**src/rtl/seq_monitor_pkg.sv**
```systemverilog
// Shared definitions for the state-sequence monitor.
//   - Legal codes of the 3-bit sequence counter, in cycle order:
//     000 -> 001 -> 011 -> 101 -> 111 -> 010 -> 000
//   - Monitor FSM state encoding
//   - Error codes reported on err_code
//   - Helper that classifies a successor mismatch
package seq_monitor_pkg;

  // Legal counter codes in cycle order
  localparam logic [2:0] S0 = 3'b000;
  localparam logic [2:0] S1 = 3'b001;
  localparam logic [2:0] S2 = 3'b011;
  localparam logic [2:0] S3 = 3'b101;
  localparam logic [2:0] S4 = 3'b111;
  localparam logic [2:0] S5 = 3'b010;

  // Monitor FSM states
  typedef enum logic [1:0] {
    StUnsync = 2'b00,
    StLocked = 2'b01,
    StFault  = 2'b10
  } state_e;

  // Error codes
  typedef enum logic [1:0] {
    ErrNone      = 2'b00,
    ErrIllegal   = 2'b01,
    ErrWrongSucc = 2'b10,
    ErrNoEnable  = 2'b11
  } err_code_e;

  // A legal but unexpected code is a drift when the counter was neither enabled nor reset,
  // otherwise it stepped to the wrong place.
  function automatic err_code_e mismatch_code(input logic en_prev, input logic rst_prev);
    return (!en_prev && !rst_prev) ? ErrNoEnable : ErrWrongSucc;
  endfunction

endpackage

```
**src/rtl/seq_next_lut.sv**
```systemverilog
// Combinational successor / legality lookup for the 3-bit sequence counter.
// Ports:
//   code  in  3  current counter code
//   succ  out 3  next code in the cycle (illegal codes map to 000)
//   legal out 1  high when code is one of the six cycle codes
module seq_next_lut
  import seq_monitor_pkg::*;
(
  input  logic [2:0] code,
  output logic [2:0] succ,
  output logic       legal
);

  always_comb begin
    succ  = S0;
    legal = 1'b1;
    unique case (code)
      S0:      succ = S1;
      S1:      succ = S2;
      S2:      succ = S3;
      S3:      succ = S4;
      S4:      succ = S5;
      S5:      succ = S0;
      default: begin
        // 100 and 110 fall off the cycle; the counter recovers to 000
        succ  = S0;
        legal = 1'b0;
      end
    endcase
  end

endmodule

```
**src/rtl/seq_monitor.sv**
```systemverilog
// Downstream checker for the 3-bit state-sequence counter.
// Watches the counter's Q together with copies of its enable and reset, and every clock checks
// that Q moved to the correct successor or held as required.
//
// Build option: define SEQ_MONITOR_AUTO_RESYNC_EN to make FAULT last a single cycle and return
// to UNSYNC on its own; otherwise FAULT is sticky until err_clr.
//
// Ports:
//   clk       in  1      system clock, posedge
//   reset     in  1      synchronous active-low reset
//   mon_rst   in  1      copy of the counter's active-high reset
//   mon_en    in  1      copy of the counter's enable
//   q         in  3      counter output
//   err_clr   in  1      request to leave FAULT; clears err_code
//   locked    out 1      FSM is in LOCKED
//   err       out 1      one-cycle pulse per detected violation
//   err_code  out 2      last error code (00 none, 01 illegal, 10 wrong succ, 11 no enable)
//   wrap_cnt  out CNT_W  completed laps, saturating
//   err_cnt   out CNT_W  total violations, saturating
module seq_monitor
  import seq_monitor_pkg::*;
#(
  parameter int unsigned CNT_W = 8
) (
  input  logic             clk,
  input  logic             reset,
  input  logic             mon_rst,
  input  logic             mon_en,
  input  logic [2:0]       q,
  input  logic             err_clr,
  output logic             locked,
  output logic             err,
  output logic [1:0]       err_code,
  output logic [CNT_W-1:0] wrap_cnt,
  output logic [CNT_W-1:0] err_cnt
);

  state_e     state_q, state_d;
  logic [2:0] prev_q;
  // Successor of prev_q, captured alongside it so one lookup serves both checks
  logic [2:0] prev_succ;
  logic       en_d;
  logic       rst_d;

  logic [2:0] q_succ;
  logic       q_legal;
  logic [2:0] expected;
  logic       viol;
  err_code_e  viol_code;
  logic       lap;

  seq_next_lut u_lut (
    .code  (q),
    .succ  (q_succ),
    .legal (q_legal)
  );

  // What the counter should show now, given what it was told last cycle
  always_comb begin
    expected = prev_q;
    if (rst_d) begin
      expected = S0;
    end else if (en_d) begin
      expected = prev_succ;
    end
  end

  always_comb begin
    state_d   = state_q;
    viol      = 1'b0;
    viol_code = ErrNone;
    lap       = 1'b0;
    unique case (state_q)
      StUnsync: begin
        // First legal code becomes the baseline through prev_q
        if (q_legal) begin
          state_d = StLocked;
        end
      end
      StLocked: begin
        if (!q_legal) begin
          viol      = 1'b1;
          viol_code = ErrIllegal;
        end else if (q != expected) begin
          viol      = 1'b1;
          viol_code = mismatch_code(en_d, rst_d);
        end else if (en_d && !rst_d && (prev_q == S5) && (q == S0)) begin
          lap = 1'b1;
        end
        if (viol) begin
          state_d = StFault;
        end
      end
      StFault: begin
`ifdef SEQ_MONITOR_AUTO_RESYNC_EN
        state_d = StUnsync;
`else
        if (err_clr) begin
          state_d = StUnsync;
        end
`endif
      end
      default: begin
        state_d = StUnsync;
      end
    endcase
  end

  always_ff @(posedge clk) begin
    if (!reset) begin
      state_q   <= StUnsync;
      prev_q    <= S0;
      prev_succ <= S1;
      en_d      <= 1'b0;
      rst_d     <= 1'b0;
      err       <= 1'b0;
      err_code  <= ErrNone;
      wrap_cnt  <= '0;
      err_cnt   <= '0;
    end else begin
      state_q   <= state_d;
      prev_q    <= q;
      prev_succ <= q_succ;
      en_d      <= mon_en;
      rst_d     <= mon_rst;
      err       <= viol;
      // Violations only occur in LOCKED, so err_clr in FAULT never competes with a new code
      if (viol) begin
        err_code <= viol_code;
      end else if (err_clr) begin
        err_code <= ErrNone;
      end
      if (viol && (err_cnt != '1)) begin
        err_cnt <= err_cnt + CNT_W'(1);
      end
      if (lap && (wrap_cnt != '1)) begin
        wrap_cnt <= wrap_cnt + CNT_W'(1);
      end
    end
  end

  assign locked = (state_q == StLocked);

endmodule
```
**config.mk**
```make
export PLATFORM = sky130hd
export DESIGN_NAME = seq_monitor
export DESIGN_NICKNAME = d
export VERILOG_FILES = /design/src/rtl/seq_monitor_pkg.sv /design/src/rtl/seq_next_lut.sv /design/src/rtl/seq_monitor.sv
export SDC_FILE = /design/constraint.sdc
export NUM_CORES = 1
export LEC_CHECK = 0
export CORE_MARGIN = 3
export CORE_UTILIZATION = 50
export DETAILED_ROUTE_END_ITERATION = 7
export PLACE_DENSITY_LB_ADDON = 0.15
export SETUP_SLACK_MARGIN = 0.05
export SYNTH_ARGS = -nofsm -noshare
export SYNTH_HDL_FRONTEND = slang
export SYNTH_SLANG_ARGS = --single-unit
```
**constraint.sdc**
```tcl
create_clock -name clk -period 2.6 [get_ports clk]
set_input_delay 0.39 -clock clk [delete_from_list [all_inputs] [get_ports clk]]
set_output_delay 0.39 -clock clk [all_outputs]
set_load 0.01 [all_outputs]
```
==> reports/results.ini, run 1 <==
[cts]
clockRootBuffer=clkbuf_4
cts_tree=done
ctsLongestPathBuffers=2
cts_num_sinks=29
cts_hold_buf=0
cts-htree-levels=2
cts_made_buffers=5
insertion_delay_ns=0.35
post_cts_buffers=0
ctsResizeCount=0
clk_pin_slew_ns=0.10

[sta]
hold_violations=0
grt_setup_unrepaired=no
setup_viol=0
slew_headroom_pct=62.2
finalCriticalPeriod_ns=2.13
fmax_ghz=0.469
worst_pin_slew_ns=0.567
skew_ns=0.0104
finalCritPeriodShare_pct=81.9
fin_tns_setup_ns=0
timing.final.max_slew_violations=0

[synth]
async_reset_ff_share_pct=0
synth_compound_area_share_pct=11.8
synth_edf_count=0
synthMuxAreaShare_pct=7.12
synth-simple-area-share_pct=31.8
synthXorXnorAreaFrac_pct=1.87
synth_top_family_by_area=simple AND/OR/NAND/NOR gates
synth_fa_ha_area_share_pct=1.78
synth_area_leader_cell=dfxtp_1
ys_top_cells_by_count=dfxtp_1, nand2_1, nor2_1
synth_nets=174
yosysWarnings=0
yosysSeqAreaShare_pct=41.3
synthCells=164
synthFlopType=dfxtp_1
synth.area.top_cells=dfxtp_1, mux2i_1, nand2_1
synth.most_common_cell=dfxtp_1
synth_area_um2=1410
ys_seq_elements=29
synth_top_area_share_pct=41.3
yosys.cell_types.count=37
syn_area_per_cell_um2=8.57

[pwr]
leakagePower_uw=0.000677
ir_drop_v=0.000457
power_uw=909
p_per_area_nw_per_um2=515

[min_path]
min_path_type=flop to flop
worstHoldStart=state_q[1]$_SDFFE_PN0P_

[die]
start_util_pct=54.7
dieArea_um2=3480
core-area_um2=2570
die_h_um=59.0
rows=18
die_w_um=59.0
ioPinCount=28

[setup_path]
cp_max_fo=10
worstPathRequired_ns=2.88
ff2ff_setup_slack_ns=0.47
critPathCapture=wrap_cnt[3]$_SDFFE_PN0P_
end_kind=flop
slowest_stage=dfxtp_1
r2r-end=wrap_cnt[3]$_SDFFE_PN0P_
start_kind=flop
slowest_delay_ns=0.49
rr_worst_depth=6
path_cells=mux2i_1 -> nor3_1 -> nor4b_4 -> nand3_4 -> or3_1 -> a21oi_1
crit_start=en_d$_SDFF_PN0_
path_class=flop to flop
r2r-start=en_d$_SDFF_PN0_
critical_path_arrival_ns=2.41

[final_layout]
fin_nets=203
final-seq-area_um2=581
n_fill_cell=232
multi_input_area_um2=764
antenna_cells=0
syn2layout_area_growth_pct=25.6
drive_above_1_share_pct=7.22

[placement]
port_buffers=27
dpl.hpwl_um=2310
place_congestion=0.834

[drt]
drt-wirelength-per-cell_um=14.2
viasPerCell=5.72
wirelength_um=3190
ant_nets=0
route.detailed.drc=0
drtIter0Drc=46
vias=1281
first_pass_iters=5

[grt]
antenna_found_initial=0
grt_pass1_vias=1210
grt_util_all_layers_pct=20.5
grt_max_degree=21
gr-total-overflow=0
grt_pass1_wl_um=5290

[run_status]
status=finished, final reports clean

[run]
max_cap_viol_count=0

routing by layer:
layer  vias up  share of wire (%)  track usage, %  routed length, µm
met5         -                  0               0                  0
met2        25                 48            31.1               1520
met1       609                 45            25.4               1420
li1        635                  -               -                  -
met3        12                4.8            5.45                154
met4         0                2.9            13.3                 92
metrics by stage:
step	cells	instance area [µm²]	utilization [%]	setup WS [ns]	hold slack (ns)
finish	224	1760	68.7	0.470	0.462
global route	224	1760	68.7	0.303	0.509
CTS	224	1760	68.7	0.471	0.475
detailed placement	216	1690	66.0	0.234	0.467
global placement	216	1690	66.0	0.260	0.441
floorplan	164	1410	-	0.765	0.431
where the power goes:
group | internal, µW | switching [µW] | total [µW]
Clock | 156 | 161 | 318
Sequential | 461 | 13.9 | 475
Combinational | 56.3 | 60.5 | 117
Total | 673 | 236 | 909
layout make-up:
class | instances | area share [%]
Clock buffer | 7 | 3.69
Clock inverter | 1 | 0.284
Inverter | 7 | 1.49
Multi-Input combinational cell | 121 | 43.3
Sequential cell | 29 | 32.9
Tap cell | 30 | 2.13
Timing Repair Buffer | 29 | 16.2
cells by family (layout without fill, tap and decap cells):
family          count (synthesis)  after routing
simple gates                   80             80
flops                          29             29
compound gates                 26             26
buf+inv                        14             44
mux                            10             10
xor+xnor                        3              3
fa+ha+maj                       2              2
worst min-delay path by stage:
stage,cells past startpoint,end,slack (ns)
finish,1,state_q[0]$_SDFFE_PN0P_,0.46
global route,1,state_q[0]$_SDFFE_PN0P_,0.51
floorplan,1,state_q[0]$_SDFFE_PN0P_,0.43
CTS,1,state_q[0]$_SDFFE_PN0P_,0.47
detailed placement,1,state_q[0]$_SDFFE_PN0P_,0.47
global placement,1,state_q[0]$_SDFFE_PN0P_,0.44
worst max-delay path: cells and delay by family, from the launching register on:
family	cells	cell delay [ns]
compound gates	1	0.14
flops	1	0.49
mux	1	0.28
simple gates	4	1.15
layout by cell type, fill, tap and decap left out, types with 3 or more instances in the layout:
cell	count
clkdlybuf4s50_1	27
nor3_1	7
nand3_1	7
and2_1	6
mux2i_1	10
clkbuf_4	5
nand4_1	4
a21oi_1	11
nand2_1	18
o21ai_0	4
inv_1	7
nor2_1	16
dfxtp_1	29
nor2b_1	3
nand2b_1	5
sequential cells by signal, summed over array words and instances, names as in the netlist:
register   flops
err            1
state_q        2
rst_d          1
en_d           1
err_code       2
wrap_cnt       8
prev_q         3
prev_succ      3
err_cnt        8
Note: power is estimated with default switching activity, not from simulation.
==> run 2: changes to the inputs <==
clock period = 2.1 ns   (was 2.6 ns; I/O delays follow)
==> reports/results.ini, run 2 (synthesis gave the netlist of run 1 again) <==
[run_status]
status=finished, final reports clean

[final_layout]
final_area_um2=1950  ; +10%
syn2layout_area_growth_pct=38.6
fin_nets=217  ; +6.9%
layout_commonest_cell=dfxtp_1
drive_above_1_share_pct=19.7  ; +12 points
antenna_cells=0  ; unchanged
final-seq-area_um2=582  ; +0.22%
layout_common_cells=dfxtp_1, clkdlybuf4s50_1, nand2_1, nor2_1, buf_4
largest_registers=err_cnt (8), wrap_cnt (8)
n_fill_cell=192  ; -17%
multi_input_area_um2=833  ; +9.0%

[sta]
fin_ws_ns=0.0872  ; -0.382 ns
timing.final.max_slew_violations=0  ; unchanged
slew_headroom_pct=61.0  ; -1.2 points
fmax_ghz=0.497
finalCriticalPeriod_ns=2.01
grt_setup_unrepaired=yes
worst_pin_slew_ns=0.584  ; +0.0177 ns
hold-worst-slack_ns=0.495  ; +0.0330 ns
finalCritPeriodShare_pct=95.8
setup_viol=0  ; unchanged
hold_violations=0  ; unchanged
fin_tns_setup_ns=0  ; unchanged
skew_ns=0.00957  ; -0.000797 ns

[setup_path]
worstPathRequired_ns=2.36  ; -0.52 ns
cp_max_fo=6  ; -4
critical_path_arrival_ns=2.27  ; -0.14 ns
path_class=input pin to flop
end_kind=flop
start_kind=input pin

[placement]
dpl.hpwl_um=2400  ; +4.1%
placedInstanceArea_um2=1790  ; +5.8%
port_buffers=27  ; unchanged
place_congestion=0.824  ; -1.2%
dpl_worst_slack_ns=-0.185  ; -0.419 ns

[cts]
cts_tree=done
cts_made_buffers=5  ; unchanged
cts-htree-levels=2  ; unchanged
clockRootBuffer=clkbuf_4
cts_num_sinks=29  ; unchanged
cts_hold_buf=0  ; unchanged
insertion_delay_ns=0.32  ; -0.03 ns
clk_pin_slew_ns=0.09  ; about the same
ctsLongestPathBuffers=2  ; unchanged

[pwr]
leakagePower_uw=0.000759  ; +12%
p_per_area_nw_per_um2=595  ; +15%
ir_drop_v=0.000573  ; +25%

[min_path]
min_path_type=flop to flop

[drt]
route.detailed.drc=0  ; unchanged
wl_met1_um=1540  ; +8.5%
met2_length_um=1660  ; +9.3%
first_pass_iters=4  ; -1
viasPerCell=5.56  ; -2.7%
drtIter0Drc=57  ; +24%
dr.max_layer_used=met4
vias=1324  ; +3.4%
route.met3.wl_um=145  ; -5.8%
drt-wirelength-per-cell_um=14.3  ; +0.22%
ant_nets=0  ; unchanged
wirelength_um=3400  ; +6.5%

[die]
dieArea_um2=3480  ; unchanged
die_h_um=59.0  ; unchanged
ioPinCount=28  ; unchanged
core-area_um2=2570  ; unchanged
die_w_um=59.0  ; unchanged
rows=18  ; unchanged
start_util_pct=54.7  ; unchanged

[grt]
grt_pass1_vias=1284  ; +6.1%
gr-total-overflow=0  ; unchanged
antenna_found_initial=0  ; unchanged
grt_max_degree=21  ; unchanged
grt_util_all_layers_pct=21.3  ; +0.88 points
grt_pass1_wl_um=5600  ; +6.0%

[run]
max_cap_viol_count=0  ; unchanged

[run 2: layout make-up]
cell class              count  area share, %
repair buffers             43           20.4
inverters                   7           1.35
clock buffers               7           3.34
multi-input cells         121           42.8
flip-flops and latches     29           29.9
well taps                  30           1.93
clock inverters             1          0.257
[run 2: worst max-delay path, stage by stage]
cell             delay (ns)
clkdlybuf4s50_1        0.47
buf_4                  0.17
o21a_1                 0.12
nor4b_4                0.50
nand3_4                0.17
or3_4                  0.40
a21oi_2                0.12
[run 2: repair_timing]
item | in CTS | in global routing
gates resized for setup | 4 | 17
gates cloned | 0 | 0
pin swaps | 1 | 7
endpoints found under the setup margin | 6 | 13
buffers inserted | 0 | 2
[run 2: metrics by stage]
| stage | cells | util [%] | power (µW) |
|---|---|---|---|
| 2_1_floorplan | 164 | - | 686 |
| 3_3_place_gp | 229 | 69.8 | 757 |
| 3_5_place_dp | 229 | 69.8 | 763 |
| 4_1_cts | 237 | 73.0 | 1150 |
| 5_1_grt | 238 | 75.8 | 1210 |
| 6_report | 238 | 75.8 | 1160 |
[run 2: final timing paths]
check / slack (ns) / end / depth (start not counted) / start
max: 0.09 / wrap_cnt[2]$_SDFFE_PN0P_ / 7 / q[1]
min: 0.50 / err_code[0]$_SDFFE_PN0P_ / 2 / err_code[0]$_SDFFE_PN0P_
max reg2reg: 0.10 / wrap_cnt[2]$_SDFFE_PN0P_ / 7 / en_d$_SDFF_PN0_
min reg2reg: 0.50 / err_code[0]$_SDFFE_PN0P_ / 2 / err_code[0]$_SDFFE_PN0P_
[run 2: metal layers]
layer,GRT usage (%),vias to the layer above
met3,5.66,5
met5,0,-
li1,-,661
met4,7.77,0
met1,25.9,630
met2,36.1,28
[run 2: power breakdown]
group,internal [µW],switching (µW)
Combinational,92.8,85.6
Sequential,571,20.4
Clock,194,194
Total,857,300
==> run 3: changes to the inputs <==
CTS_CLUSTER_SIZE = 10   (was unset)
==> results of run 3 <==
The final DEF is identical to that of run 2; final timing and power are the same.
